$ cat config.mk
export PLATFORM = sky130hd
export DESIGN_NAME = ddfs_phase_gen
export DESIGN_NICKNAME = d
export VERILOG_FILES = /design/src/rtl/ddfs_phase_gen.sv
export SDC_FILE = /design/constraint.sdc
export NUM_CORES = 1
export LEC_CHECK = 0
export CORE_MARGIN = 8
export CORE_UTILIZATION = 45
export DETAILED_ROUTE_END_ITERATION = 12
export PLACE_DENSITY = 0.69
export SYNTH_ARGS = -nofsm -noshare
export SYNTH_HDL_FRONTEND = slang
export SYNTH_SLANG_ARGS = --single-unit
$ cat constraint.sdc
create_clock -name clk -period 8.9 [get_ports clk]
set_input_delay 1.78 -clock clk [delete_from_list [all_inputs] [get_ports clk]]
set_output_delay 1.78 -clock clk [all_outputs]
set_load 0.02 [all_outputs]
$ cat src/rtl/ddfs_phase_gen.sv
// ddfs_phase_gen
// ---------------
// Phase accumulator and sine-ROM address generator for the DDFS datapath.
// On each sample tick the PW-bit phase advances by (carrier + offset), a phase
// offset is added, and the top ADDR_WIDTH bits become the ROM read address.
//
// Ports:
//   clk         system clock, all logic on posedge
//   reset_n     asynchronous active-low reset, clears every register
//   tick        single-cycle sample-rate strobe
//   fccw        carrier frequency control word (unsigned)
//   focw        frequency offset word (two's complement)
//   pha         phase offset word
//   load        capture fccw/focw/pha into shadow registers
//   sync_clr    request a phase accumulator clear on the next tick
//   r_addr      ROM read address
//   addr_valid  one-cycle pulse: r_addr updated this cycle
//   data_valid  one-cycle pulse: ROM registered data matches latest r_addr
//   wrap        one-cycle pulse with addr_valid on forward accumulator overflow
//
// Strobe semantics: addr_valid, data_valid and wrap are pure valid pulses with
// no ready/backpressure. A tick in cycle T gives addr_valid in T+1 and
// data_valid in T+2; every tick yields exactly one pulse of each, so
// back-to-back ticks give continuous pulses.

module ddfs_phase_gen #(
  parameter int PW         = 30,
  parameter int ADDR_WIDTH = 9
) (
  input  logic                  clk,
  input  logic                  reset_n,
  input  logic                  tick,
  input  logic [PW-1:0]         fccw,
  input  logic [PW-1:0]         focw,
  input  logic [PW-1:0]         pha,
  input  logic                  load,
  input  logic                  sync_clr,
  output logic [ADDR_WIDTH-1:0] r_addr,
  output logic                  addr_valid,
  output logic                  data_valid,
  output logic                  wrap
);

  logic [PW-1:0]         acc_q, acc_d;
  logic [PW-1:0]         fccw_a_q, fccw_a_d, focw_a_q, focw_a_d, pha_a_q, pha_a_d;
  logic [PW-1:0]         fccw_s_q, fccw_s_d, focw_s_q, focw_s_d, pha_s_q, pha_s_d;
  logic                  upd_pend_q, upd_pend_d;
  logic                  clr_pend_q, clr_pend_d;
  logic [ADDR_WIDTH-1:0] r_addr_q, r_addr_d;
  logic                  addr_valid_q, addr_valid_d;
  logic                  data_valid_q, data_valid_d;
  logic                  wrap_q, wrap_d;

  logic [PW-1:0] eff_fccw, eff_focw, eff_pha;
  logic          eff_clr;
  logic [PW+1:0] sum_w;
  logic          carry;
  logic [PW-1:0] acc_next;
  logic [PW-1:0] phase_w;

  // A pending load takes effect on the very tick that commits it.
  assign eff_fccw = upd_pend_q ? fccw_s_q : fccw_a_q;
  assign eff_focw = upd_pend_q ? focw_s_q : focw_a_q;
  assign eff_pha  = upd_pend_q ? pha_s_q  : pha_a_q;
  assign eff_clr  = sync_clr | clr_pend_q;

  // Two guard bits hold the true signed sum. Top bits 01/10 mean the result
  // landed at or above 2**PW (forward overflow); 11 means it went negative
  // (backward wrap from a negative offset), which must not flag wrap.
  assign sum_w    = {2'b00, acc_q} + {2'b00, eff_fccw} + {{2{eff_focw[PW-1]}}, eff_focw};
  assign carry    = sum_w[PW+1] ^ sum_w[PW];
  assign acc_next = eff_clr ? '0 : sum_w[PW-1:0];
  assign phase_w  = acc_next + eff_pha;

  always_comb begin
    acc_d        = acc_q;
    r_addr_d     = r_addr_q;
    fccw_a_d     = fccw_a_q;
    focw_a_d     = focw_a_q;
    pha_a_d      = pha_a_q;
    fccw_s_d     = fccw_s_q;
    focw_s_d     = focw_s_q;
    pha_s_d      = pha_s_q;
    upd_pend_d   = upd_pend_q;
    clr_pend_d   = clr_pend_q;
    wrap_d       = 1'b0;
    addr_valid_d = tick;
    data_valid_d = addr_valid_q;

    if (tick) begin
      acc_d      = acc_next;
      r_addr_d   = ADDR_WIDTH'(phase_w >> (PW - ADDR_WIDTH));
      wrap_d     = carry & ~eff_clr;
      clr_pend_d = 1'b0;
      if (upd_pend_q) begin
        fccw_a_d   = fccw_s_q;
        focw_a_d   = focw_s_q;
        pha_a_d    = pha_s_q;
        upd_pend_d = 1'b0;
      end
    end else if (sync_clr) begin
      clr_pend_d = 1'b1;
    end

    // A load coincident with a tick lands in shadow and waits for the next tick.
    if (load) begin
      fccw_s_d   = fccw;
      focw_s_d   = focw;
      pha_s_d    = pha;
      upd_pend_d = 1'b1;
    end
  end

  always_ff @(posedge clk or negedge reset_n) begin
    if (!reset_n) begin
      acc_q        <= '0;
      fccw_a_q     <= '0;
      focw_a_q     <= '0;
      pha_a_q      <= '0;
      fccw_s_q     <= '0;
      focw_s_q     <= '0;
      pha_s_q      <= '0;
      upd_pend_q   <= 1'b0;
      clr_pend_q   <= 1'b0;
      r_addr_q     <= '0;
      addr_valid_q <= 1'b0;
      data_valid_q <= 1'b0;
      wrap_q       <= 1'b0;
    end else begin
      acc_q        <= acc_d;
      fccw_a_q     <= fccw_a_d;
      focw_a_q     <= focw_a_d;
      pha_a_q      <= pha_a_d;
      fccw_s_q     <= fccw_s_d;
      focw_s_q     <= focw_s_d;
      pha_s_q      <= pha_s_d;
      upd_pend_q   <= upd_pend_d;
      clr_pend_q   <= clr_pend_d;
      r_addr_q     <= r_addr_d;
      addr_valid_q <= addr_valid_d;
      data_valid_q <= data_valid_d;
      wrap_q       <= wrap_d;
    end
  end

  assign r_addr     = r_addr_q;
  assign addr_valid = addr_valid_q;
  assign data_valid = data_valid_q;
  assign wrap       = wrap_q;

endmodule
; Word level (Yosys, flattened, before mapping)
; Cells that the tools add are included.
[op_classes]
n_addsub = 3
muxes = 9
bitwise_logic = 4
reduce_logical = 2
[ops]
columns = operator, count
row1 = 30-bit two-way mux, 4
row2 = 31-bit by 32-bit adder with 32-bit output, 1
row3 = 30-bit by 30-bit adder with 31-bit output, 1
row4 = 30-bit adder, 1
row5 = 1-bit two-way mux, 5
row6 = 2-bit nonzero test, 2
row7 = 1-bit AND, 1
row8 = 1-bit inverter, 1
row9 = 1-bit bitwise OR, 1
row10 = 1-bit bitwise XOR, 1
[totals]
ff_bits = 224
inputBits = 95
output_inout_bits = 12
word_cells = 31

; Longest topological paths before layout
[depth]
ltp_word = 6
mapped_depth = 26

; Worst setup path before layout
; OpenSTA, ideal clock, no wires.
[synth_timing]
kind = reg2reg
startpoint = register upd_pend_q
endpoint = register r_addr_q[8] (netlist: r_addr[8])
setup_ns = 0.137
arrival_time_ns = 5.753
slack_ns = 3.011
path_stages_with_launch = 27
n_path_buf = 3
synth_period_minus_slack_ns = 5.889
cell_sequence = dfrtp_1 clkbuf_1 clkbuf_1 buf_1 mux2_2 fa_1 ha_1 fa_1 a21oi_1 nand4b_1 a21o_1 a21boi_1 o21ai_1 nand2_1 a221oi_1 xor2_1 nor2_1 ha_1 nand3_1 nor3_1 o211a_1 o211ai_2 a31oi_4 a21oi_1 o211ai_1 xor2_1 a21oi_1
[synth_via]
elab_chain_cells = 5
[synth_lines]
columns = item, line_no
row1 = "start, declared", 47  ; logic upd_pend_q, upd_pend_d;
row2 = "start signal, assigned", 137  ; upd_pend_q <= upd_pend_d;
row3 = 30-bit two-way mux, n/a
row4 = named net eff_fccw[1], 54  ; logic [PW-1:0] eff_fccw, eff_focw, eff_pha;
row5 = 30-bit by 30-bit adder with 31-bit output, 70  ; assign sum_w = {2'b00, acc_q} + {2'b00, eff_fccw} + {{2{eff_focw[PW-1]}}, eff_focw};
row6 = 31-bit by 32-bit adder with 32-bit output, 70
row7 = 30-bit two-way mux, 72  ; assign acc_next = eff_clr ? '0 : sum_w[PW-1:0];
row8 = named net acc_next[17], 58  ; logic [PW-1:0] acc_next;
row9 = 30-bit adder, 73  ; assign phase_w = acc_next + eff_pha;
row10 = "end signal, assigned", 139  ; r_addr_q <= r_addr_d;
row11 = "end, declared", 49  ; logic [ADDR_WIDTH-1:0] r_addr_q, r_addr_d;
; The timed path passes the listed nets, and every way through them passes these cells.
; A chain may end at the register's enable or synchronous reset.

; Final worst setup path
; Same ends and word-level chain as after synthesis.

==> flow_summary_export.csv <==
group,metric,value,unit
worst_hold_path,hp-start,"addr_valid$_DFF_PN0_",
grt,grt_max_degree,113,
sta,rsz0062_at_grt,"false",
sta,skew,0.0162,ns
critical_path,required,9.26,ns
floorplan,start_util,0.453,
drt,vias_per_cell,5.28,
power,power,4.33,mW
critical_path,r2r-start,"upd_pend_q$_DFFE_PN0P_",
worst_hold_path,hp-class,"register to register",
critical_path,startpoint_type,"register",
clock_network,cts_buffers,25,
sta,drv_slew,0,
run_status,status,"finished clean",
critical_path,cp_max_fo,62,
logic_synthesis,syn_area_per_cell,10.7,um2
final_layout,syn2layout_area_growth,17.3,%
power,ir_worst_vdd,0.189,mV
logic_synthesis,async_flop_share,1.00,
logic_synthesis,syn_area,0.0125,mm2
grt,grt_pass1_vias,9002,
floorplan,die_area,0.0333,mm2
clock_network,cts.sinks,224,
critical_path,critPathKind,"register to register",
placement,gp_congestion,0.865,
sta,fin_crit,6.10,ns
clock_network,post-cts-setup-buffers,0,
critical_path,arrival,6.46,ns
logic_synthesis,syn_inst,1170,
logic_synthesis,synth_most_common_cell,"nor2_1",
floorplan,die_w,183,um
grt,overflow,0,
sta,finalCritPeriodShare,0.685,
logic_synthesis,synth_flop_cell,"dfrtp_1",
logic_synthesis,syn-num-nets,1354,
critical_path,endpoint_kind,"register",
sta,setup_tns,0,ns
drt,drtIter0Drc,584,
logic_synthesis,synth_largest_area_cell,"dfrtp_1",
power,p_per_area,295,mW/mm2
worst_hold_path,min_path_cells,0,
sta,fmax,164,MHz
clock_network,htree_levels,1,
clock_network,cts-root-buf,"clkbuf_16",
grt,grt_use_total,0.165,
clock_network,clk_latency,0.52,ns
drt,num_vias,8721,
floorplan,io_pins,107,
logic_synthesis,synth-seq-cells,224,
drt,drc_errors,0,
logic_synthesis,yosysSeqAreaShare,0.449,
drt,detail_route.first_pass.iterations,7,
floorplan,die_height,183,um
final_layout,stdcell_area,0.0147,mm2
logic_synthesis,yosys_warnings,0,
logic_synthesis,ys_top_cells_by_area,"dfrtp_1, mux2_2, nor2_1",
clock_network,cts_resized,0,
sta,setup_violations,0,
critical_path,timing.rr.end,"r_addr[8]$_DFFE_PN0P_",
clock_network,postCtsHoldBufs,0,
critical_path,r2r_slack,2.80,ns
logic_synthesis,synth_top_area_frac,0.449,
power,total_leakage_power,6.38,nW
placement,portBuffers,106,
logic_synthesis,synth_edf_count,0,
floorplan,core_area,0.0276,mm2
drt,routed_wl,27100,um
drt,wl_per_cell,16.4,um
final_layout,layout.nets,1440,
placement,hpwl,19000,um
sta,tightest_slew,1.15,ns
clock_network,clock_path_buffers,3,
drt,ant_nets,0,
placement,place_area,0.0139,mm2
sta,finalHoldViolations,0,
run,max_cap_violations,0,
worst_hold_path,min_to,"data_valid$_DFF_PN0_",
clock_network,cts_tree,"yes",
final_layout,diodes,0,
logic_synthesis,ys_top_cells_by_count,"nor2_1, dfrtp_1, mux2_2",
sta,slew_headroom,0.234,
floorplan,row_count,61,
final_layout,drive_gt1_frac,0.211,
clock_network,clk_pin_slew,0.06,ns
critical_path,rr_worst_depth,23,
grt,grt_pass1_wl,45400,um
logic_synthesis,ys_types,62,
grt,antenna_found_initial,0,
==> metal layers <==
metal | vias up | GRT usage | wire [um]
met2 | 128 | 0.290 | 13700
met1 | 4325 | 0.209 | 11900
met3 | 38 | 0.0251 | 937
met4 | 0 | 0.0390 | 536
li1 | 4230 | - | -
met5 | - | 0 | 0
==> sequential cells by signal (all words and copies together) (netlist names), 9 cells and up <==
| signal | flops |
|---|---|
| acc_q | 30 |
| fccw_a_q | 30 |
| pha_s_q | 30 |
| pha_a_q | 30 |
| focw_a_q | 30 |
| focw_s_q | 30 |
| fccw_s_q | 30 |
| r_addr | 9 |
==> critical path, stage by stage, from the launching register on <==
cell	delay (ns)
dfrtp_4	0.95
mux2_2	0.44
fa_1	0.47
ha_1	0.26
fa_1	0.41
a21oi_1	0.19
nand4b_1	0.15
a21o_1	0.17
a21boi_1	0.09
o21ai_1	0.18
nand2_1	0.10
a221oi_1	0.33
xor2_1	0.24
nor2_1	0.06
ha_1	0.36
nand3_1	0.09
nor3_1	0.21
o211a_1	0.21
o211ai_2	0.11
a31oi_4	0.29
a21oi_1	0.10
o211ai_1	0.21
xor2_1	0.16
a21oi_1	0.08
==> where the power goes <==
group	total, mW	leakage [nW]	internal, mW	switching, mW
logic	2.04	3.39	0.924	1.11
registers	1.32	2.61	1.20	0.120
clock network	0.975	0.376	0.565	0.410
==> worst max-delay path by stage <==
stage                                 from                    end  slack (ns)  depth (start not counted)
global placement    upd_pend_q$_DFFE_PN0P_  r_addr[8]$_DFFE_PN0P_        2.93                         23
global route        upd_pend_q$_DFFE_PN0P_  r_addr[8]$_DFFE_PN0P_        2.39                         23
detailed placement  upd_pend_q$_DFFE_PN0P_  r_addr[8]$_DFFE_PN0P_        2.85                         23
CTS                 upd_pend_q$_DFFE_PN0P_  r_addr[8]$_DFFE_PN0P_        2.81                         23
floorplan           upd_pend_q$_DFFE_PN0P_  r_addr[8]$_DFFE_PN0P_        3.01                         26
finish              upd_pend_q$_DFFE_PN0P_  r_addr[8]$_DFFE_PN0P_        2.80                         23
==> stage by stage <==
| stage | setup slack, ns | std cells | util | hold WS, ns |
|---|---|---|---|---|
| 3_5_place_dp | 2.85 | 1607 | 0.504 | 0.371 |
| 5_1_grt | 2.39 | 1651 | 0.532 | 0.394 |
| 3_3_place_gp | 2.93 | 1607 | 0.504 | 0.358 |
| 4_1_cts | 2.81 | 1651 | 0.532 | 0.387 |
| 6_report | 2.80 | 1651 | 0.532 | 0.381 |
| 2_1_floorplan | 3.01 | 1170 | - | 0.471 |
==> cell families (layout without fill, tap and decap cells) <==
kind of cell             after synthesis  in the layout  synth area share
buffers and inverters                 69            172            0.0209
flip-flops                           224            224             0.449
multiplexers                         206            206             0.185
AND/OR/NAND/NOR                      410            410             0.137
AO/OA/AOI/OAI                        153            153            0.0864
adder cells (fa/ha/maj)               89             89             0.108
XOR/XNOR                              19             19            0.0133
==> layout make-up <==
cell class	count	area, um2
tap	378	473
inverter	15	56.3
sequential	224	5610
clock inverter	9	55.1
fill	2423	12900
timing repair buffer	113	1110
multi-input combinational	877	6630
clock buffer	35	723
==> cells in the final DEF, fill, tap and decap left out, types with 5 or more instances in the layout <==
cell	netlist	layout
nand2_1	38	38
clkdlybuf4s50_1	0	103
nor3_1	15	15
o211ai_1	5	5
a211oi_1	5	5
a21oi_1	35	35
a31oi_1	7	7
ha_1	58	58
xor2_1	11	11
o21a_1	7	7
a21boi_1	7	7
xnor2_1	8	8
nor2b_1	8	8
clkbuf_16	0	25
inv_1	15	14
o21ai_1	6	6
buf_4	0	9
dfrtp_1	224	223
nor3b_1	6	6
clkbuf_8	0	6
o21ai_0	17	17
mux2_2	203	203
a21o_1	25	25
and2_1	8	8
fa_1	31	31
nand4_1	5	5
clkinv_2	0	5
nor2_1	299	299
nand3_1	11	11
Power figures use the tool's default switching activity.
